## config.mk

```make
export PLATFORM = sky130hd
export DESIGN_NAME = nios_mem_if_ddr2_emif_0_p0_fifo_ctrl
export DESIGN_NICKNAME = d
export VERILOG_FILES = /design/src/rtl/nios_mem_if_ddr2_emif_0_p0_fifo_ctrl.sv
export SDC_FILE = /design/constraint.sdc
export NUM_CORES = 1
export LEC_CHECK = 0
export ABC_AREA = 1
export BUFFER_PORTS_ARGS = -buffer_cell sky130_fd_sc_hd__buf_2
export CAP_MARGIN = 25
export CORE_MARGIN = 1.5
export CORE_UTILIZATION = 45
export CTS_BUF_LIST = sky130_fd_sc_hd__clkbuf_4 sky130_fd_sc_hd__clkbuf_8 sky130_fd_sc_hd__clkbuf_16
export CTS_CLUSTER_DIAMETER = 60
export DETAILED_ROUTE_END_ITERATION = 10
export GPL_TIMING_DRIVEN = 0
export PLACE_DENSITY = 0.69
export SETUP_SLACK_MARGIN = 0.1
export SYNTH_ARGS = -nofsm -noshare
export SYNTH_HDL_FRONTEND = slang
export SYNTH_SLANG_ARGS = --single-unit
export TNS_END_PERCENT = 10
```

## constraint.sdc

```tcl
create_clock -name clk_i -period 4.8 [get_ports clk_i]
set_input_delay 0.96 -clock clk_i [delete_from_list [all_inputs] [get_ports clk_i]]
set_output_delay 0.96 -clock clk_i [all_outputs]
set_load 0.02 [all_outputs]
```

## src/rtl/nios_mem_if_ddr2_emif_0_p0_fifo_ctrl.sv

```systemverilog
// FIFO controller for an external flop memory: pointer management, occupancy
// tracking, read-valid alignment and sticky overflow/underflow flags.
// The memory itself sits outside; this block only produces its enables and
// addresses. Read data from the memory is registered, so rd_valid_o lags the
// accepted pop by exactly one cycle.
module nios_mem_if_ddr2_emif_0_p0_fifo_ctrl #(
    parameter int DEPTH             = 8,
    parameter int ADDR_WIDTH        = 3,
    parameter int ALMOST_FULL_LEVEL = 6
) (
    input  logic                  clk_i,
    input  logic                  reset_i,
    input  logic                  push_i,
    input  logic                  pop_i,
    input  logic                  err_clr_i,
    output logic                  mem_wr_en_o,
    output logic [ADDR_WIDTH-1:0] mem_wr_addr_o,
    output logic                  mem_rd_en_o,
    output logic [ADDR_WIDTH-1:0] mem_rd_addr_o,
    output logic                  rd_valid_o,
    output logic [ADDR_WIDTH:0]   count_o,
    output logic                  full_o,
    output logic                  empty_o,
    output logic                  almost_full_o,
    output logic                  overflow_o,
    output logic                  underflow_o
);

    localparam logic [ADDR_WIDTH-1:0] PTR_LAST = ADDR_WIDTH'(DEPTH - 1);
    localparam logic [ADDR_WIDTH-1:0] PTR_ONE  = ADDR_WIDTH'(1);
    localparam logic [ADDR_WIDTH:0]   CNT_FULL = (ADDR_WIDTH + 1)'(DEPTH);
    localparam logic [ADDR_WIDTH:0]   CNT_AF   = (ADDR_WIDTH + 1)'(ALMOST_FULL_LEVEL);
    localparam logic [ADDR_WIDTH:0]   CNT_ONE  = (ADDR_WIDTH + 1)'(1);

    logic [ADDR_WIDTH-1:0] wr_ptr_q, wr_ptr_d;
    logic [ADDR_WIDTH-1:0] rd_ptr_q, rd_ptr_d;
    logic [ADDR_WIDTH:0]   count_q, count_d;
    logic                  rd_valid_q;
    logic                  overflow_q, overflow_d;
    logic                  underflow_q, underflow_d;

    logic full, empty;
    logic push_acc, pop_acc;

    // Flags come straight from the registered occupancy, so they never glitch
    // on push/pop and a push while full is dropped even if a pop is accepted.
    assign full     = (count_q == CNT_FULL);
    assign empty    = (count_q == '0);
    assign push_acc = push_i & ~full;
    assign pop_acc  = pop_i & ~empty;

    // Next-state for pointers (wrap at DEPTH-1, depth need not be 2**n),
    // occupancy and sticky errors (a new error event beats err_clr).
    always_comb begin
        wr_ptr_d = wr_ptr_q;
        if (push_acc) begin
            wr_ptr_d = (wr_ptr_q == PTR_LAST) ? '0 : wr_ptr_q + PTR_ONE;
        end

        rd_ptr_d = rd_ptr_q;
        if (pop_acc) begin
            rd_ptr_d = (rd_ptr_q == PTR_LAST) ? '0 : rd_ptr_q + PTR_ONE;
        end

        count_d = count_q;
        case ({push_acc, pop_acc})
            2'b10:   count_d = count_q + CNT_ONE;
            2'b01:   count_d = count_q - CNT_ONE;
            default: count_d = count_q;
        endcase

        overflow_d = overflow_q;
        if (push_i && full) begin
            overflow_d = 1'b1;
        end else if (err_clr_i) begin
            overflow_d = 1'b0;
        end

        underflow_d = underflow_q;
        if (pop_i && empty) begin
            underflow_d = 1'b1;
        end else if (err_clr_i) begin
            underflow_d = 1'b0;
        end
    end

    // State registers; reset discards all tracked contents immediately.
    always_ff @(posedge clk_i or posedge reset_i) begin
        if (reset_i) begin
            wr_ptr_q    <= '0;
            rd_ptr_q    <= '0;
            count_q     <= '0;
            rd_valid_q  <= 1'b0;
            overflow_q  <= 1'b0;
            underflow_q <= 1'b0;
        end else begin
            wr_ptr_q    <= wr_ptr_d;
            rd_ptr_q    <= rd_ptr_d;
            count_q     <= count_d;
            rd_valid_q  <= pop_acc;
            overflow_q  <= overflow_d;
            underflow_q <= underflow_d;
        end
    end

    assign mem_wr_en_o   = push_acc;
    assign mem_wr_addr_o = wr_ptr_q;
    assign mem_rd_en_o   = pop_acc;
    assign mem_rd_addr_o = rd_ptr_q;
    assign rd_valid_o    = rd_valid_q;
    assign count_o       = count_q;
    assign full_o        = full;
    assign empty_o       = empty;
    assign almost_full_o = (count_q >= CNT_AF);
    assign overflow_o    = overflow_q;
    assign underflow_o   = underflow_q;

endmodule

```

== After elaboration in Yosys (flattened, before gate mapping) ==
Cells that the tools add are included.
Operators by class
  $add $sub $neg: 4
  multiply operators: 0
  divide/modulo/power cells: 0
  order comparisons: 1
  equal/unequal tests: 5
  shift operators: 0
  muxes and demuxes: 6
  bitwise operators: 4
  reductions and logical operators: 6
Operators by type and width (number)
  4-bit case mux with 2 select lines: 1
  3-bit by 1-bit adder with 3-bit output (second input constant): 2
  3-bit == test (second input constant): 2
  3-bit 2-to-1 mux: 2
  2-bit nonzero test: 3
  4-bit by 1-bit adder with 4-bit output (second input constant): 1
  4-bit == test (second input constant): 1
  4-bit by 3-bit >= comparator with 1-bit output (second input constant): 1
  4-bit zero test: 1
  4-bit by 1-bit subtractor with 4-bit output (second input constant): 1
  1-bit 2-to-1 mux: 3
  1-bit bitwise AND: 2
  2-bit by 1-bit == test with 1-bit output (second input constant): 1
  2-bit == test (second input constant): 1
  1-bit logical AND: 2
  1-bit NOT: 2
Word-level totals
  register bits: 13
  latch bits: 0
  memory bits (writable): 0
  memory bits (read-only): 0
  output and inout bits: 18
  word-level logic and storage cells: 32
  memories kept: 0

== Logic depth before layout (Yosys ltp) ==
Gate-level depths: netlist of run 1.
  word-level depth: 5
  mapped depth: 12

== Worst setup path after synthesis of run 1 ==
OpenSTA, ideal clock, no wires.
  path type: input to register
  start point: input port pop_i
  end point: register count_q[3], in the netlist count_o[3]
  library setup time: 0.117 ns
  arrival time: 2.100 ns
  slack: 2.583 ns
  stages on the path: 9
  buffers on the path: 0
  cells stage by stage: nand2_4 -> inv_2 -> ha_1 -> ha_1 -> or2_2 -> nand2_1 -> nand2_1 -> nand3_1 -> nand2_1
On the way
  longest elaborated chain between the ends: 3
  elaborated cells on any way between the ends: 5
  those cells by class: eq/ne: 2; mux: 1; bitwise: 1; reduce/logical: 1
RTL lines
  from (decl): RTL line 14  | input logic pop_i,
  1-bit bitwise AND *: RTL line 50  | assign pop_acc = pop_i & ~empty;
  net mem_rd_en_o: RTL line 18  | output logic mem_rd_en_o,
  2-bit by 1-bit == test with 1-bit output or 2-bit == test (tied branches): RTL line 66  | case ({push_acc, pop_acc})
  4-bit case mux with 2 select lines or 2-bit nonzero test (tied branches)
  to (signal assigned): RTL line 99  | count_q <= count_d;
  to (decl): RTL line 37  | logic [ADDR_WIDTH:0] count_q, count_d;
Mark *: on every way through the listed nets, which the timed path passes. The rest lies on a longest branch.
A chain may end at the register's enable or synchronous reset.

== Worst setup path after layout of run 1 ==
  start point: input port pop_i
  end point: output port mem_rd_en_o
On the way
  longest elaborated chain between the ends: 1
RTL lines (RTL line)
  1-bit bitwise AND: 50
  to (decl): 18
No other way between the ends.

==> summary.txt, run 1 <==
Power and ir drop
  – Cell-internal power: 0.000333 W
  – Worst VDD drop: 0.000356 V
  – Leak: 0.529 nW
  – Switching part of the total: 0.477
  – Psw: 0.000303 W
  – Pwr dens: 715 nW/µm²
  – Clock power frac: 0.113
  – Final Power: 0.000635 W
  – Gate power share: 0.563
  – Sequential Power Share: 0.325

Synth
  – Synthesized instance count: 83
  – Post-synth EDFFs: 0
  – Sequential fraction of the synthesis area: 0.447
  – Yosys reg bits: 13
  – Synth top area cells: dfrtp_1, nand2_1, ha_1
  – Syn. warnings: 0
  – Netlist cell types: 17
  – Ys async rst share: 1.00
  – Synthesized area: 728 µm²
  – Commonest register cell after synthesis: dfrtp_1
  – Most common cell in the netlist: nand2_1
  – Most frequent cells after synthesis: nand2_1, dfrtp_1, inv_1
  – Share of the synthesized area in the top cell type: 0.447
  – Syn_nets: 96
  – Synth area leader: dfrtp_1
  – Syn avg cell area: 8.77 µm²

Floorplan
  – Die area: 1870 µm²
  – Number of primary I/O pins: 23
  – Core Area: 1510 µm²
  – Die width: 43.2 µm
  – Cell row count: 14
  – Initial Util: 0.483
  – Die Ht: 43.2 µm

Setup path
  – CP Data Arrival Time: 1.39 ns
  – Crit Path Class: in -> out
  – Kind of cell adding the most delay to the critical path: buffers and inverters
  – WP data required: 3.84 ns
  – Crit Path Max Fanout: 5
  – CP Cell Sequence: buf_2, nand2_4, inv_2, buf_2
  – Most Frequent Cell on Critical Path: buf_2
  – CP endpoint kind: output pin
  – WP buf/inv: 3
  – Crit-path slowest cell: buf_2
  – Setup crit start kind: primary input
  – CP peak stage delay: 0.16 ns

STA
  – Final slew viol count: 0
  – Worst setup margin: 2.45 ns
  – Setup violators final: 0
  – Slew at the pin closest to its max-slew limit: 0.479 ns
  – Fin crit share: 0.489
  – RSZ-0062 raised after global routing: false
  – Final hold vios: 0
  – Min cycle time layout: 2.35 ns
  – Worst Skew: 0.00252 ns
  – Slew Limit Headroom: 0.680
  – Fmax: 0.426 GHz
  – Setup TNS: 0 ns

Clocking
  – CTS buffer count: 3
  – Clock latency on the worst-skew pair: 0.27 ns
  – Root Driver: clkbuf_4
  – Hold_buf cts: 0
  – # Post-CTS Setup Buffers: 0
  – Cts repair resizes: 0
  – CTS clock-pin slew for the worst setup and hold paths: 0.07 ns
  – TritonCTS clock tree: yes
  – Clock Sinks: 13
  – H-tree levels: 1
  – CTS max path bufs: 2

Drt
  – Final WL: 1250 µm
  – Post-route ant nets: 0
  – Wire per inst: 9.97 µm
  – Remaining DRCs: 0
  – Detailed Route Iter0 Violations: 4
  – Via density: 4.79
  – 1st-pass router iterations: 4
  – DR vias: 599

GRT
  – Total gr overflow: 0
  – Global-route usage over all layers: 0.156
  – First-pass GRT wire length: 2140 µm
  – Pin count of the biggest net entering global routing: 14
  – Vias in the first global route: 514
  – Initial antenna violation count: 0

Cells and area
  – Ratio of cells with drive above 1 in the final layout: 0.339
  – Post-layout nets: 123
  – Number of fill cells: 146
  – Design area: 888 µm²
  – Post-layout util: 0.590
  – P&R area growth vs syn: 22.0%
  – ANT cells: 0

Placed design
  – Global placer's final weighted congestion: 0.718
  – PortBufs: 22
  – Hpwl dp: 987 µm
  – Placed Area: 858 µm²
  – Pre-CTS setup slack: 2.40 ns

Outcome
  – Status: completed

Run
  – Max Cap Violations: 0

Hold path
  – Hold crit path type: reg -> reg
## final timing paths
path / start / to / slack (ns) / cells after the start
worst max-delay path: pop_i / mem_rd_en_o / 2.45 / 4
worst min-delay path: mem_rd_addr_o[1] / mem_rd_addr_o[1] / 0.51 / 2
worst max register to register: count_o[1] / count_o[3] / 2.76 / 11
worst min register to register: mem_rd_addr_o[1] / mem_rd_addr_o[1] / 0.51 / 2
max in group asynchronous: reset_i / count_o[0] / 3.79 / 2
min in group asynchronous: reset_i / mem_wr_addr_o[0] / 0.69 / 2
## worst min-delay path, cell delays in order, from the launching register on
cell	delay (ns)
dfrtp_1	0.36
nand2_1	0.06
nand2_1	0.06
## layout make-up
class | count | area, µm² | area share
Multi-Input combinational cell | 55 | 347 | 0.390
Timing Repair Buffer | 22 | 110 | 0.124
Tap cell | 16 | 20.0 | 0.0225
Sequential cell | 13 | 325 | 0.366
Clock buffer | 4 | 30.0 | 0.0338
Inverter | 15 | 56.3 | 0.0634
## registers in the layout (all words and copies together) (netlist names)
signal / flops
overflow_o: 1
count_o: 4
mem_wr_addr_o: 3
mem_rd_addr_o: 3
rd_valid_o: 1
underflow_o: 1
## power by group through the flow
stage	Combinational (W)	Sequential, W	Clock, W
detailed placement	0.000364	0.000208	0
floorplan	0.000201	0.000263	0
global route	0.000409	0.000213	0.0000797
finish	0.000358	0.000206	0.0000716
CTS	0.000365	0.000206	0.0000743
global placement	0.000351	0.000206	0
## layer usage
metal  share of wire  vias up  global-route usage
met1            0.47      272               0.202
li1                -      308                   -
met5               0        -                   0
met2            0.45       17               0.236
met4          0.0056        0              0.0364
met3           0.070        2              0.0766
## metrics by stage
step,hold slack (ns),instances
after floorplan,0.604,83
after global placement,0.487,121
after detailed placement,0.495,121
after CTS,0.513,125
after global routing,0.541,125
final,0.508,125
## placed cells by master (no fill, tap or decap), types with 2 or more instances in the layout
cell / instances
nand2_1: 25
buf_2: 22
inv_1: 13
dfrtp_1: 13
o21ai_0: 7
ha_1: 7
clkbuf_4: 4
or2_2: 3
nand3_2: 2
nand2_4: 2
inv_2: 2
nand3_1: 2
## logic make-up after synthesis
kind of cell,count (synthesis),share of synthesized area
DFF,13,0.447
xor gates and xnor gates,2,0.0241
adders and majority gates,8,0.148
and+or+nand+nor,37,0.249
buffers and inverters,15,0.0773
AOI/OAI and AO/OA,8,0.0550
(Power assumes the default switching activity.)
==> run 2, diff against run 1 <==
--- a/config.mk
+++ b/config.mk
@@ -9,7 +9,7 @@
 export BUFFER_PORTS_ARGS = -buffer_cell sky130_fd_sc_hd__buf_2
 export CAP_MARGIN = 25
 export CORE_MARGIN = 1.5
-export CORE_UTILIZATION = 45
+export CORE_UTILIZATION = 43
 export CTS_BUF_LIST = sky130_fd_sc_hd__clkbuf_4 sky130_fd_sc_hd__clkbuf_8 sky130_fd_sc_hd__clkbuf_16
 export CTS_CLUSTER_DIAMETER = 60
 export DETAILED_ROUTE_END_ITERATION = 10
==> constraint.sdc (replaced) <==
create_clock -name clk_i -period 2 [get_ports clk_i]
set_input_delay 0.4 -clock clk_i [delete_from_list [all_inputs] [get_ports clk_i]]
set_output_delay 0.4 -clock clk_i [all_outputs]
set_load 0.02 [all_outputs]
==> run 2 against run 1 <==
Clock power grew 150%. Clock skew barely moved. Total power rose to 2.6 times the previous value. Final cell count up 4.0%. Hold slack worse by 0.39 ns.
==> summary.txt, run 2 (same netlist as run 1, synthesis figures left out) <==
Outcome
  – Status: completed

Clocking
  – Hold_buf cts: 0 (unchanged)
  – CTS clock-pin slew for the worst setup and hold paths: 0.08 ns (about the same)
  – CTS max path bufs: 2 (unchanged)
  – Root Driver: clkbuf_4
  – Clock Sinks: 13 (unchanged)
  – TritonCTS clock tree: yes
  – CTS buffer count: 3 (unchanged)
  – H-tree levels: 1 (unchanged)
  – Clock latency on the worst-skew pair: 0.28 ns (about the same)

Cells and area
  – Ratio of cells with drive above 1 in the final layout: 0.439 (+0.0991)
  – Post-layout nets: 128 (+4.1%)
  – P&R area growth vs syn: 32.3%
  – ANT cells: 0 (unchanged)
  – Area of the multi-input gates: 377 µm² (+8.7%)
  – Number of fill cells: 140 (-4.1%)
  – Reg area: 330 µm² (+1.5%)
  – Commonest non-fill, non-tap cells in the layout: nand2_1, buf_2, inv_1
  – Layout Cells excl Fill: 130 (+4.0%)
  – Commonest non-fill, non-tap cell in the layout: nand2_1
  – Max FFs per register: 4 (unchanged)

Setup path
  – Reg2reg end: count_o[3]
  – Setup crit start kind: flop
  – CP Data Arrival Time: 1.98 ns (+0.59 ns)
  – Worst r2r src: count_o[0]
  – R2R Setup Slk: 0.20 ns (-2.56 ns)
  – Crit Path Class: reg -> reg
  – CP endpoint kind: flop
  – WP data required: 2.18 ns (-1.66 ns)
  – Crit Path Max Fanout: 5 (unchanged)
  – R2R depth: 11 (unchanged)

Drt
  – Met1 WL: 597 µm (+1.0%)
  – Via density: 4.75 (-0.80%)
  – WL met3: 96 µm (+10%)
  – Final WL: 1340 µm (+7.4%)
  – 1st-pass router iterations: 4 (unchanged)
  – WL met2: 617 µm (+10%)
  – Wire per inst: 10.3 µm (+3.3%)
  – DR vias: 618 (+3.2%)
  – Post-route ant nets: 0 (unchanged)
  – Detailed Route Iter0 Violations: 5 (+1)
  – Top sig layer: met4
  – Remaining DRCs: 0 (unchanged)

STA
  – Fmax: 0.554 GHz
  – Fin crit share: 0.902
  – Slew at the pin closest to its max-slew limit: 0.474 ns (-0.00486 ns)
  – Slew Limit Headroom: 0.683 (+0.00325)
  – Final slew viol count: 0 (unchanged)
  – RSZ-0062 raised after global routing: true
  – Setup TNS: 0 ns (unchanged)
  – Worst Skew: 0.00237 ns (-0.000156 ns)
  – Final hold vios: 0 (unchanged)
  – Setup violators final: 0 (unchanged)
  – Min cycle time layout: 1.80 ns

Power and ir drop
  – Cell-internal power: 0.000887 W (+170%)
  – Leak: 0.547 nW (+3.4%)
  – Clock power frac: 0.108 (-0.005)
  – Gate power share: 0.590 (+0.027)
  – Psw: 0.000765 W (+150%)
  – Sequential Power Share: 0.302 (-0.023)
  – Switching part of the total: 0.463 (-0.0135)
  – Worst VDD drop: 0.000847 V (+140%)
  – Pwr dens: 1710 nW/µm² (+140%)

Placed design
  – PortBufs: 22 (unchanged)
  – Placed cell count: 121 (unchanged)
  – Global placer's final weighted congestion: 0.711 (-0.93%)
  – Hpwl dp: 1020 µm (+3.6%)

Floorplan
  – Die width: 44.2 µm (+2.1%)
  – Die Ht: 44.2 µm (+2.1%)
  – Die area: 1950 µm² (+4.3%)
  – Number of primary I/O pins: 23 (unchanged)
  – Initial Util: 0.472 (-0.0110)
  – Core Area: 1540 µm² (+2.3%)
  – Cell row count: 14 (unchanged)

GRT
  – Vias in the first global route: 554 (+7.8%)
  – Total gr overflow: 0 (unchanged)
  – Pin count of the biggest net entering global routing: 14 (unchanged)
  – Global-route usage over all layers: 0.163 (+0.00631)
  – Initial antenna violation count: 0 (unchanged)
  – First-pass GRT wire length: 2290 µm (+7.1%)

Hold path
  – Hold crit path type: in -> async

Run
  – Max Cap Violations: 0 (unchanged)
[run 2: changes by cell type in the layout (fill, tap and decap cells not counted)]
cell and change:
nor2_2 -1, ha_1 -2, dfrtp_1 -4, buf_4 +5
ha_4 +2, inv_2 +1, dfrtp_2 +4, inv_1 -2
nor2_4 +1, inv_4 +1
[run 2: area by class of cell]
class | instances | area share
repair buffers | 27 | 0.153
inverters | 15 | 0.0610
flip-flops and latches | 13 | 0.343
multi-input cells | 55 | 0.391
well taps | 16 | 0.0208
clock buffers | 4 | 0.0312
[run 2: worst max-delay path, stage by stage, from the launching register on]
cell and delay, ns:
dfrtp_2 0.43, nor2_4 0.13, nand3_2 0.10, nand2_4 0.10, inv_4 0.05, ha_4 0.17
ha_4 0.22, or2_2 0.28, nand2_1 0.08, nand2_1 0.04, nand3_1 0.05, nand2_1 0.04
[run 2: worst max path at each step]
stage,start,endpoint,cells after the start
2_1_floorplan,count_o[0],count_o[3],11
3_3_place_gp,count_o[0],count_o[3],11
3_5_place_dp,count_o[0],count_o[3],11
4_1_cts,count_o[3],count_o[3],11
5_1_grt,count_o[0],count_o[3],11
6_report,count_o[0],count_o[3],11
[run 2: metrics by stage]
step | instance area, µm² | util | setup slack, ns | hold slack (ns) | total power [W]
6_report | 963 | 0.625 | 0.195 | 0.117 | 0.00165
5_1_grt | 963 | 0.625 | 0.0756 | 0.158 | 0.00183
4_1_cts | 923 | 0.599 | 0.118 | 0.140 | 0.00161
3_5_place_dp | 886 | 0.575 | 0.0957 | 0.441 | 0.00141
3_3_place_gp | 886 | 0.575 | 0.134 | 0.447 | 0.00138
2_1_floorplan | 756 | - | 0.130 | 0.277 | 0.00116
[run 2: what timing repair did]
action                     in CTS  in global routing
setup endpoints to repair       1                  3
buffers inserted                1                  4
resized for setup               1                  2
pin swaps                       0                  1
[run 2: per-layer routing]
layer,global-route usage,up-vias
li1,-,320
met1,0.206,276
met2,0.244,18
met3,0.0776,4
met4,0.0545,0
met5,0,-
[run 2: power groups by stage]
stage | registers (W) | logic (W) | clock network (W)
finish | 0.000499 | 0.000974 | 0.000179
global route | 0.000519 | 0.00112 | 0.000198
CTS | 0.000508 | 0.000921 | 0.000180
detailed placement | 0.000521 | 0.000891 | 0
global placement | 0.000515 | 0.000867 | 0
floorplan | 0.000653 | 0.000505 | 0
==> run 3, diff against run 2 <==
--- a/config.mk
+++ b/config.mk
@@ -5,16 +5,15 @@
 export SDC_FILE = /design/constraint.sdc
 export NUM_CORES = 1
 export LEC_CHECK = 0
-export ABC_AREA = 1
 export BUFFER_PORTS_ARGS = -buffer_cell sky130_fd_sc_hd__buf_2
 export CAP_MARGIN = 25
 export CORE_MARGIN = 1.5
-export CORE_UTILIZATION = 43
+export CORE_UTILIZATION = 45
 export CTS_BUF_LIST = sky130_fd_sc_hd__clkbuf_4 sky130_fd_sc_hd__clkbuf_8 sky130_fd_sc_hd__clkbuf_16
 export CTS_CLUSTER_DIAMETER = 60
 export DETAILED_ROUTE_END_ITERATION = 10
 export GPL_TIMING_DRIVEN = 0
-export PLACE_DENSITY = 0.69
+export PLACE_DENSITY = 0.71
 export SETUP_SLACK_MARGIN = 0.1
 export SYNTH_ARGS = -nofsm -noshare
 export SYNTH_HDL_FRONTEND = slang
==> run 3 against run 2 <==
The run now ends with negative setup slack left. Synthesized cell count is 20% lower. Clock skew is 0.0013 ns lower. Fmax is 21% lower. Hold slack better by 0.017 ns. First-iteration DRC count is 60% lower. Register-to-register slack worse by 0.47 ns. Worst setup slack worse by 0.47 ns. Critical path depth is 3 lower.
==> summary.txt, run 3 <==
STA
  – Final hold vios: 0 (unchanged)
  – Fin crit share: 1.14 (+0.235)
  – RSZ-0062 raised after global routing: true
  – Final slew viol count: 0 (unchanged)
  – Setup violators final: 3 (+3)
  – Worst hold slack: 0.135 ns (+0.0172 ns)
  – Worst Skew: 0.00103 ns (-0.00134 ns)
  – Slew at the pin closest to its max-slew limit: 0.489 ns (+0.0145 ns)
  – Fmax: 0.440 GHz (-21%)
  – Slew Limit Headroom: 0.674 (-0.00969)
  – Min cycle time layout: 2.28 ns (+0.470 ns)
  – Setup TNS: -0.410 ns (-0.410 ns)
  – Worst setup margin: -0.275 ns (-0.470 ns)

Synth
  – Synthesized instance count: 66 (-20%)
  – Syn avg cell area: 12.0 µm² (+37%)
  – Synth top area cells: dfrtp_1, ha_1, mux2_2
  – Sequential fraction of the synthesis area: 0.409 (-0.0373)
  – Synth area leader: dfrtp_1
  – Commonest register cell after synthesis: dfrtp_1
  – Syn. warnings: 0 (unchanged)
  – Yosys reg bits: 13 (unchanged)
  – Most common cell in the netlist: dfrtp_1
  – Share of the synthesized area in the top cell type: 0.409 (-0.0373)
  – Most frequent cells after synthesis: dfrtp_1, inv_1, ha_1
  – Synthesized area: 795 µm² (+9.1%)
  – Ys async rst share: 1.00 (unchanged)
  – Netlist cell types: 26 (+9)
  – Syn_nets: 79 (-18%)
  – Post-synth EDFFs: 0 (unchanged)

Drt
  – Wire per inst: 12.6 µm (+22%)
  – WL met2: 802 µm (+30%)
  – Met1 WL: 645 µm (+8.0%)
  – WL met3: 49 µm (-49%)
  – 1st-pass router iterations: 2 (-2)
  – Final WL: 1510 µm (+13%)
  – Via density: 5.16 (+8.5%)
  – Post-route ant nets: 0 (unchanged)
  – Detailed Route Iter0 Violations: 2 (-3)
  – DR vias: 619 (+0.16%)
  – Top sig layer: met4
  – Remaining DRCs: 0 (unchanged)

GRT
  – Total gr overflow: 0 (unchanged)
  – Vias in the first global route: 564 (+1.8%)
  – First-pass GRT wire length: 2420 µm (+5.5%)
  – Global-route usage over all layers: 0.167 (+0.00400)
  – Initial antenna violation count: 0 (unchanged)
  – Pin count of the biggest net entering global routing: 14 (unchanged)

Outcome
  – Status: finished, violations left
  – Failing checks: negative setup slack

Power and ir drop
  – Leak: 0.529 nW (-3.4%)
  – Worst VDD drop: 0.000867 V (+2.4%)
  – Pwr dens: 1720 nW/µm² (+0.33%)
  – Final Power: 0.00189 W (+15%)

Setup path
  – CP peak stage delay: 0.47 ns (+0.04 ns)
  – Most Frequent Cell on Critical Path: ha_4
  – Crit Path Max Fanout: 5 (unchanged)
  – Crit Path Class: reg -> reg
  – Reg2reg end: count_o[3]
  – CP endpoint kind: flop
  – R2R Setup Slk: -0.28 ns (-0.47 ns)
  – CP Data Arrival Time: 2.43 ns (+0.45 ns)
  – Worst r2r src: count_o[1]
  – CP Cell Sequence: nor4_4, nand2b_4, clkinvlp_4, ha_4, ha_4, or4b_1, o311ai_1, o211ai_1
  – R2R depth: 8 (-3)
  – WP data required: 2.15 ns (-0.03 ns)
  – Setup crit start kind: flop
  – Crit-path slowest cell: or4b_1

Clocking
  – Root Driver: clkbuf_4
  – TritonCTS clock tree: yes
  – H-tree levels: 1 (unchanged)
  – CTS clock-pin slew for the worst setup and hold paths: 0.08 ns (about the same)
  – Clock Sinks: 13 (unchanged)
  – CTS max path bufs: 2 (unchanged)
  – Hold_buf cts: 0 (unchanged)
  – Clock latency on the worst-skew pair: 0.27 ns (about the same)
  – CTS buffer count: 3 (unchanged)

Cells and area
  – P&R area growth vs syn: 38.6%
  – Ratio of cells with drive above 1 in the final layout: 0.583 (+0.144)
  – ANT cells: 0 (unchanged)
  – Commonest non-fill, non-tap cell in the layout: buf_2
  – Number of fill cells: 140 (unchanged)
  – Design area: 1100 µm² (+14%)
  – Max FFs per register: 4 (unchanged)
  – Commonest non-fill, non-tap cells in the layout: buf_2, buf_4, dfrtp_1
  – Post-layout nets: 117 (-8.6%)

Floorplan
  – Core Area: 1690 µm² (+9.6%)
  – Number of primary I/O pins: 23 (unchanged)
  – Die area: 2030 µm² (+4.0%)
  – Cell row count: 15 (+1)
  – Initial Util: 0.470 (-0.00203)
  – Die width: 45.0 µm (+2.0%)
  – Die Ht: 45.0 µm (+2.0%)

Placed design
  – Placed Area: 957 µm² (+8.1%)
  – Global placer's final weighted congestion: 0.702 (-1.3%)
  – Hpwl dp: 1080 µm (+5.7%)
  – PortBufs: 22 (unchanged)
  – Pre-CTS setup slack: -0.456 ns (-0.552 ns)

Hold path
  – Hold crit path type: in -> async

Run
  – Max Cap Violations: 0 (unchanged)
run 3: cell types whose count changed after synthesis, sizes merged, moves of 3 or more:
cell / previous run / this run
inv: 15 / 9
nand2: 28 / 3
or2: 3 / 0
o21ai: 8 / 3
mux2: 0 / 7
nand3: 4 / 1
run 3: cell type report:
class | count | area [µm²] | share of cell area
Clock buffer | 4 | 30.0 | 0.0273
Multi-Input combinational cell | 43 | 468 | 0.425
Tap cell | 17 | 21.3 | 0.0193
Inverter | 9 | 37.5 | 0.0341
Buffer | 1 | 11.3 | 0.0102
Sequential cell | 13 | 330 | 0.300
Timing Repair Buffer | 33 | 203 | 0.184
run 3: per-layer routing:
layer / vias to the layer above / track usage
li1: 305 / -
met4: 0 / 0.106
met1: 296 / 0.203
met3: 2 / 0.0120
met5: - / 0
met2: 16 / 0.283
run 3: kinds of logic after synthesis:
family / after synthesis / share of synthesized area
and+or+nand+nor: 16 / 0.173
AOI/OAI and AO/OA: 9 / 0.0772
buffers and inverters: 10 / 0.0567
adders and majority gates: 8 / 0.135
muxes: 8 / 0.126
DFF: 13 / 0.409
xor gates and xnor gates: 2 / 0.0221
run 3: what timing repair did:
item / CTS / global route
buffers inserted: 8 / 3
pin swaps: 4 / 4
gates resized for setup: 9 / 1
hold endpoints to repair: 0 / 0
setup endpoints to repair: 5 / 5
run 3: critical path: cells and delay by family, from the launching register on:
family,cells,cell delay (ns)
and+or+nand+nor,3,0.96
DFF,1,0.45
buffers and inverters,1,0.10
AOI/OAI and AO/OA,2,0.21
adders and majority gates,2,0.44
run 3: per-stage QoR:
| stage | util | std cells |
|---|---|---|
| floorplan | - | 66 |
| global placement | 0.567 | 105 |
| global route | 0.652 | 120 |
| CTS | 0.631 | 117 |
| detailed placement | 0.567 | 105 |
| finish | 0.652 | 120 |
run 3: report_power, final:
group | internal [W] | switching (W) | total (W)
logic | 0.000603 | 0.000585 | 0.00119
registers | 0.000397 | 0.000135 | 0.000532
clock network | 0.0000908 | 0.0000833 | 0.000174
total | 0.00109 | 0.000803 | 0.00189
run 3: worst max-delay path by stage:
stage	startpoint	to	slack [ns]
finish	count_o[1]	count_o[3]	-0.28
detailed placement	count_o[0]	count_o[3]	-0.46
CTS	count_o[2]	count_o[3]	-0.28
floorplan	count_o[0]	count_o[3]	-0.63
global placement	count_o[0]	count_o[3]	-0.41
global route	count_o[1]	count_o[3]	-0.38
